==> src/rtl/bcd_disp_pkg.sv <==
// Shared constants for the BCD 7-segment scanner: segment patterns, digit
// indices and the all-off anode pattern.
package bcd_disp_pkg;

  localparam int NUM_DIGITS = 3;

  // Active-low segment patterns, bit order {g,f,e,d,c,b,a}
  localparam logic [6:0] SEG_0     = 7'h40;
  localparam logic [6:0] SEG_1     = 7'h79;
  localparam logic [6:0] SEG_2     = 7'h24;
  localparam logic [6:0] SEG_3     = 7'h30;
  localparam logic [6:0] SEG_4     = 7'h19;
  localparam logic [6:0] SEG_5     = 7'h12;
  localparam logic [6:0] SEG_6     = 7'h02;
  localparam logic [6:0] SEG_7     = 7'h78;
  localparam logic [6:0] SEG_8     = 7'h00;
  localparam logic [6:0] SEG_9     = 7'h10;
  localparam logic [6:0] SEG_DASH  = 7'h3F;
  localparam logic [6:0] SEG_BLANK = 7'h7F;

  typedef logic [1:0] digit_idx_t;
  localparam digit_idx_t DIG_ONES     = 2'd0;
  localparam digit_idx_t DIG_TENS     = 2'd1;
  localparam digit_idx_t DIG_HUNDREDS = 2'd2;

  localparam logic [NUM_DIGITS-1:0] AN_OFF = 3'b111;

  function automatic logic nib_bad(input logic [3:0] nib);
    return nib > 4'd9;
  endfunction

endpackage

==> src/rtl/bcd_to_seg7.sv <==
// Combinational BCD nibble to active-low 7-segment decoder; non-decimal
// nibbles show a dash, blank forces all segments off.
module bcd_to_seg7
  import bcd_disp_pkg::*;
(
  input  logic [3:0] nib,
  input  logic       blank,
  output logic [6:0] seg
);

  always_comb begin
    seg = SEG_DASH;
    if (blank) seg = SEG_BLANK;
    else begin
      case (nib)
        4'd0:    seg = SEG_0;
        4'd1:    seg = SEG_1;
        4'd2:    seg = SEG_2;
        4'd3:    seg = SEG_3;
        4'd4:    seg = SEG_4;
        4'd5:    seg = SEG_5;
        4'd6:    seg = SEG_6;
        4'd7:    seg = SEG_7;
        4'd8:    seg = SEG_8;
        4'd9:    seg = SEG_9;
        default: seg = SEG_DASH;
      endcase
    end
  end

endmodule

==> src/rtl/bcd_display_scan.sv <==
// 3-digit multiplexed common-anode display scanner: holds a BCD word, walks
// the digits at REFRESH_DIV cycles per slot with a blank guard per slot.
module bcd_display_scan
  import bcd_disp_pkg::*;
#(
  parameter int REFRESH_DIV  = 1000,
  parameter int BLANK_CYCLES = 8
) (
  input  logic        clk,
  input  logic        rst,
  input  logic [11:0] bcd,
  input  logic        bcd_valid,
  input  logic        blank_lz,
  output logic [6:0]  seg,
  output logic [2:0]  an,
  output logic        bcd_err
);

  localparam int CW = (REFRESH_DIV > 2) ? $clog2(REFRESH_DIV) : 1;
  localparam logic [CW-1:0] DIV_MAX   = CW'(REFRESH_DIV - 1);
  localparam logic [CW-1:0] BLANK_LIM = CW'(BLANK_CYCLES);

  logic [CW-1:0] div_cnt_q, div_cnt_d;
  digit_idx_t    idx_q, idx_d;
  logic [11:0]   held_q, held_d;
  logic          err_q, err_d;
  logic [6:0]    seg_q, seg_d;
  logic [2:0]    an_q, an_d;

  logic          wrap, guard, lz_blank, off;
  logic [3:0]    nib;

  assign wrap = (div_cnt_q == DIV_MAX);

  always_comb begin
    div_cnt_d = wrap ? '0 : div_cnt_q + 1'b1;
    idx_d     = idx_q;
    if (wrap) idx_d = (idx_q == DIG_HUNDREDS) ? DIG_ONES : idx_q + 2'd1;
    held_d    = bcd_valid ? bcd : held_q;
    err_d     = bcd_valid ? (nib_bad(bcd[3:0]) | nib_bad(bcd[7:4]) | nib_bad(bcd[11:8]))
                          : err_q;
  end

  // A nibble > 9 is non-zero, so only a literal 0 qualifies for blanking.
  always_comb begin
    case (idx_q)
      DIG_TENS:     nib = held_q[7:4];
      DIG_HUNDREDS: nib = held_q[11:8];
      default:      nib = held_q[3:0];
    endcase
    guard    = (div_cnt_q < BLANK_LIM);
    lz_blank = blank_lz &&
               (((idx_q == DIG_HUNDREDS) && (held_q[11:8] == 4'd0)) ||
                ((idx_q == DIG_TENS) && (held_q[11:8] == 4'd0) && (held_q[7:4] == 4'd0)));
    off      = guard | lz_blank;
    an_d     = off ? AN_OFF : ~(3'b001 << idx_q);
  end

  bcd_to_seg7 u_dec (
    .nib   (nib),
    .blank (off),
    .seg   (seg_d)
  );

  always_ff @(posedge clk) begin
    if (rst) begin
      div_cnt_q <= '0;
      idx_q     <= DIG_ONES;
      held_q    <= 12'h000;
      err_q     <= 1'b0;
      seg_q     <= SEG_BLANK;
      an_q      <= AN_OFF;
    end else begin
      div_cnt_q <= div_cnt_d;
      idx_q     <= idx_d;
      held_q    <= held_d;
      err_q     <= err_d;
      seg_q     <= seg_d;
      an_q      <= an_d;
    end
  end

  assign seg     = seg_q;
  assign an      = an_q;
  assign bcd_err = err_q;

endmodule

==> config.mk <==
export PLATFORM = sky130hd
export DESIGN_NAME = bcd_display_scan
export DESIGN_NICKNAME = d
export VERILOG_FILES = /design/src/rtl/bcd_disp_pkg.sv /design/src/rtl/bcd_to_seg7.sv /design/src/rtl/bcd_display_scan.sv
export SDC_FILE = /design/constraint.sdc
export NUM_CORES = 1
export LEC_CHECK = 0
export CORE_MARGIN = 2
export CORE_UTILIZATION = 55
export DETAILED_ROUTE_END_ITERATION = 12
export PLACE_DENSITY = 0.81
export SKIP_LAST_GASP = 1
export SYNTH_ARGS = -nofsm -noshare
export SYNTH_HDL_FRONTEND = slang
export SYNTH_SLANG_ARGS = --single-unit
export TNS_END_PERCENT = 1
==> constraint.sdc <==
create_clock -name clk -period 4.2 [get_ports clk]
set_clock_uncertainty 0.05 [all_clocks]
set_input_delay 0.42 -clock clk [delete_from_list [all_inputs] [get_ports clk]]
set_output_delay 0.42 -clock clk [all_outputs]
set_load 0.01 [all_outputs]
# Word-level counts from Yosys, hierarchy flattened
# Memories as Yosys holds them, arrays and structs flattened. A register that Yosys moved wholly into a read port is not among the register bits.
# Cells that the tools add are included.
# W data, S select, Z words.
word_totals:
  reg_bits: 28
  romBits: 112
  input_bits: 16
  out_inout_bits: 11
  word_cells: 31
  memories: 1
memory_table:
  columns: ["name", "depth", "width", "read_ports", "rd_clocked_by_memory_dff", "wr", "line_no", "source"]
  rows:
  - ["(no name shown)", 16, 7, 1, 1, 0, "bcd_to_seg7.sv:15", "case (nib)"]
classes:
  add_sub_neg: 2
  order_cmp: 4
  n_eq_ne: 3
  shift: 1
  muxes: 2
  bitwise_logic: 4
  reduce_logical: 9
ops:
  columns: ["cell", "n"]
  rows:
  - ["$gt A4 B4 Y1 const B", 3]
  - ["$add A10 B1 Y10 const B", 1]
  - ["$eq A10 B10 Y1 const B", 1]
  - ["$lt A10 B4 Y1 const B", 1]
  - ["$logic_not A4 Y1", 2]
  - ["$pmux W4 S2", 1]
  - ["$logic_and A1 B1 Y1", 4]
  - ["$reduce_or A2 Y1", 2]
  - ["$not A3 Y3", 1]
  - ["$or A1 B1 Y1", 3]
  - ["$shl A1 B2 Y3 const A", 1]
  - ["$add A2 B1 Y2 const B", 1]
  - ["$eq A2 B1 Y1 const B", 1]
  - ["$eq A2 B2 Y1 const B", 1]
  - ["$mux W2", 1]
  - ["$logic_or A1 B1 Y1", 1]

# Longest topological paths before layout
logic_depth:
  word_depth: 7
  mapped_depth: 9
  mapped_depth_nobuf: 8

# Hierarchy
# Synthesis repeated with hierarchy kept, for this count alone.
unflattened:
  hier_cells: 184
  hier_area_um2: 1646.6
by_module_without_submodules:
  columns: ["mod", "instances", "cells_per_inst", "area_each_um2", "seq_area_each_um2"]
  rows:
  - ["bcd_display_scan", 1, 149, 1411.4, 700.7]
  - ["bcd_to_seg7", 1, 35, 235.2, 0.0]

# Worst setup path after synthesis
# Ideal clock, no wire load.
synth_timing:
  path_type: "register -> register"
  startpoint: "register idx_q[0]"
  endpoint: "register seg_q[1], in the netlist seg[1]"
  setup_ps: 138
  arrival_ps: 1717
  required_time_ps: 4012
  slack_ps: 2294
  path_stages_with_launch: 10
  n_path_buf: 1
  synth_period_minus_slack_ps: 1906
  path_cell_list: "dfxtp_1 > inv_1 > ha_1 > buf_2 > nor2_1 > a21oi_1 > inv_1 > ha_1 > a21oi_1 > o211ai_1"
synth_between:
  elab_chain_len: 7
  word_cells_on_any_way: 10
  classes_between: "eq/ne (2); mux (1); bitwise (1); reduce/logical (6)"
synth_lines:
  columns: ["item", "line_no", "source"]
  rows:
  - ["start, declared", "bcd_display_scan.sv:24", "digit_idx_t idx_q, idx_d;"]
  - ["start signal, assigned", "bcd_display_scan.sv:75", "idx_q <= idx_d;"]
  - ["$eq A2 B1 Y1", "bcd_display_scan.sv:46, bcd_display_scan.sv:54", null]
  - ["$logic_and A1 B1 Y1 (2 in series)", "bcd_display_scan.sv:54", "((idx_q == DIG_TENS) && (held_q[11:8] == 4'd0) && (held_q[7:4] == 4'd0)));"]
  - ["$logic_or A1 B1 Y1", "bcd_display_scan.sv:53", "(((idx_q == DIG_HUNDREDS) && (held_q[11:8] == 4'd0)) ||"]
  - ["$logic_and A1 B1 Y1", "bcd_display_scan.sv:52", "lz_blank = blank_lz &&"]
  - ["$or A1 B1 Y1", "bcd_display_scan.sv:55", "off = guard | lz_blank;"]
  - ["$reduce_or A2 Y1 (no source line)", null, null]
  - ["end, declared", "bcd_display_scan.sv:27", "logic [6:0] seg_q, seg_d;"]
# Parallel ways exist; a longest one is shown, timed or not.
# A chain may end at the register's enable or synchronous reset.

# Worst setup path in the final report
layout_timing:
  startpoint: "register idx_q[0]"
  endpoint: "register seg_q[3], in the netlist seg[3]"
# The elaborated chain is that of the path after synthesis.

==> impl_metrics.py <==
metrics = {
    "worst_setup_path": {
        "r2r_end": "seg[3]",
        "rrSetupSlack_ns": 2.01,
        "worstPathArrival_ns": 2.40,
        "crit_path_end_kind": "flop",
        "worstPathMaxFanout": 10,
        "cp.required_ns": 4.42,
        "setup.worst_path.end": "seg[3]",
        "critPathKind": "reg -> reg",
        "r2r_cells": 7,
        "setup.worst_path.start": "idx_q[0]",
        "cp-start-kind": "flop",
        "timing.rr.start": "idx_q[0]",
    },
    "routing": {
        "antenna_left": 0,
        "drc_errors": 0,
        "drt-initial-drc-count": 15,
        "first_pass_iters": 4,
        "via_per_inst": 5.51,
        "via_count": 1223,
        "wirelength_mm": 2.86,
        "avgRoutedWirePerCell_um": 12.9,
    },
    "placed_design": {
        "place_congestion": 0.767,
        "dp_hpwl_mm": 2.15,
        "io_buffers": 26,
        "dpl.cell_count": 214,
    },
    "grt": {
        "antenna_found_initial": 0,
        "grt_use_total": 0.194,
        "grt_pass1_wl_mm": 4.76,
        "first_global_vias": 1087,
        "grt_overflow": 0,
        "grt_max_degree": 20,
    },
    "yosys": {
        "synth_compound_area_frac": 0.128,
        "synth_edf_count": 0,
        "synth_mux_area_frac": 0.0904,
        "synthAdderAreaFrac": 0.0726,
        "syn_inst": 163,
        "synth_top_family_by_area": "simple AND/OR/NAND/NOR gates",
        "avgSynthCellArea_um2": 9.51,
        "synth_cell_types": 33,
        "ys.warnings.count": 0,
        "synth_nets": 188,
        "synth-main-ff-cell": "dfxtp_1",
        "ys_seq_area_frac": 0.452,
        "postSynth.asyncResetShare": 0,
        "ys_seq_elements": 35,
        "synth_xor_area_frac": 0.0452,
        "synth_area_um2": 1550,
        "synth-simple-area-share": 0.182,
    },
    "clocking": {
        "post_cts_resized": 0,
        "cts_tree": "yes",
        "cts_sinks": 35,
        "cts_buffer_depth": 2,
        "cts-buffers-inserted": 5,
        "hold_buffers": 0,
        "h-tree-depth": 2,
        "clockRootBuffer": "clkbuf_4",
        "post_cts_buffers": 0,
        "clock_latency_ns": 0.35,
        "path_clk_slew_ns": 0.09,
    },
    "power_and_ir_drop": {
        "peakVddDrop_mv": 0.319,
        "leakage_uw": 0.000743,
        "p_per_area_nw_per_um2": 324,
    },
    "sta": {
        "setup_viol": 0,
        "fmax_mhz": 457,
        "rsz0062_at_grt": "no",
        "slew_violations": 0,
        "worst_pin_slew_ns": 0.722,
        "final-hold-violation-count": 0,
        "timing.slew.headroom": 0.517,
        "period_share": 0.521,
        "whs_ns": 0.402,
        "setup_tns_ns": 0,
        "period_minus_slack_ns": 2.19,
    },
    "floorplan": {
        "initial_core_util": 0.572,
        "io_pins": 27,
        "fp.coreArea_um2": 2710,
        "fp-row-count": 19,
        "die_h_um": 57.1,
        "die-area_um2": 3260,
        "die_w_um": 57.1,
    },
    "final_layout": {
        "instances_no_fill": 222,
        "nFillCells": 216,
        "final_core_util": 0.698,
        "area_growth_pct": 22.0,
        "drive_gt1_frac": 0.0576,
        "num_antenna_cells": 0,
        "final_nets": 215,
        "seq_area_um2": 701,
        "multi_input_area_um2": 805,
    },
    "run_status": {
        "status": "finished, final reports clean",
    },
    "min_path": {
        "hold_path_class": "reg -> reg",
    },
    "job": {
        "drv_cap": 0,
    },
}
[cells in the final DEF (no fill, tap or decap)]
cell type	Yosys	final
clkbuf_1	2	1
clkbuf_8	0	2
xnor2_1	4	4
a21oi_1	4	4
nor4_1	2	2
nor3_1	4	4
o21ai_1	2	2
a31oi_4	1	1
dfxtp_1	35	35
ha_1	9	9
a21o_1	4	4
nand4_1	6	6
clkbuf_4	0	5
o21bai_4	1	1
and2_1	1	1
o21ai_0	4	4
o311ai_1	1	1
o211ai_1	1	1
clkdlybuf4s50_1	0	26
o2111ai_1	1	1
nand3_1	3	3
o21ai_2	1	1
xor2_1	4	4
or4b_4	1	1
inv_1	5	5
and3b_1	1	1
or2_1	1	1
nor2_1	30	30
mux2i_1	14	14
a211oi_1	2	2
and3_1	2	2
nor3b_1	1	1
a22oi_1	4	4
nand2_1	8	8
[critical path, cell delays in order (launching register included)]
cell and delay, ns:
dfxtp_1 0.40, inv_1 0.10, ha_1 0.45, nor2_1 0.08
a21oi_1 0.41, inv_1 0.13, ha_1 0.30, o2111ai_1 0.20
[cells by family (layout without fill, tap and decap cells)]
logic type | Yosys count | count (layout)
AO/OA/AOI/OAI | 26 | 26
XOR/XNOR | 8 | 8
adder cells (fa/ha/maj) | 9 | 9
buffers and inverters | 11 | 39
flip-flops | 35 | 35
multiplexers | 14 | 14
AND/OR/NAND/NOR | 60 | 60
[per-layer routing]
metal,up-vias,GRT usage,share of wire
met3,8,0.0612,0.053
met2,32,0.299,0.45
met5,-,0,0
met4,0,0.110,0.028
met1,556,0.241,0.47
li1,627,-,-
[synth_stat cells (2+ instances only)]
cell	n	area share
dfxtp_1	35	0.45
nor2_1	30	0.073
mux2i_1	14	0.090
ha_1	9	0.073
nand2_1	8	0.019
nand4_1	6	0.024
inv_1	5	0.012
a21o_1	4	0.019
a21oi_1	4	0.013
a22oi_1	4	0.019
nor3_1	4	0.013
o21ai_0	4	0.013
xnor2_1	4	0.023
xor2_1	4	0.023
buf_2	3	0.0097
nand3_1	3	0.0097
a211oi_1	2	0.0097
and3_1	2	0.0081
clkbuf_1	2	0.0048
nor4_1	2	0.0081
o21ai_1	2	0.0065
[how the worst min path moves through the flow]
stage	cells after the start	to	from
2_1_floorplan	1	div_cnt_q[0]	div_cnt_q[0]
3_3_place_gp	1	div_cnt_q[0]	div_cnt_q[0]
3_5_place_dp	1	div_cnt_q[0]	div_cnt_q[0]
4_1_cts	1	div_cnt_q[0]	div_cnt_q[0]
5_1_grt	1	div_cnt_q[0]	div_cnt_q[0]
6_report	1	div_cnt_q[0]	div_cnt_q[0]
[power by group]
| part | switching, µW | internal (µW) |
|---|---|---|
| registers | 7.49 | 342 |
| clock network | 107 | 98.4 |
| logic | 28.8 | 29.8 |
[stage by stage]
step                setup WS, ns  power (µW)  area [µm²]
finish                      2.01         614        1890
global route                1.80         638        1890
CTS                         2.04         617        1890
detailed placement          2.05         416        1820
global placement            2.12         413        1820
floorplan                   2.29         391        1550
[sequential cells by signal (all words and copies together) (netlist names)]
signal and count:
an 3, idx_q 2, seg 7, bcd_err 1, held_q 12, div_cnt_q 10
[area by class of cell]
cell class              instances  area share
multi-input cells             117       0.425
flip-flops and latches         35       0.370
well taps                      31      0.0205
repair buffers                 26       0.138
inverters                       5     0.00992
clock buffers                   8      0.0364
Note: power is estimated with default switching activity, not from simulation.
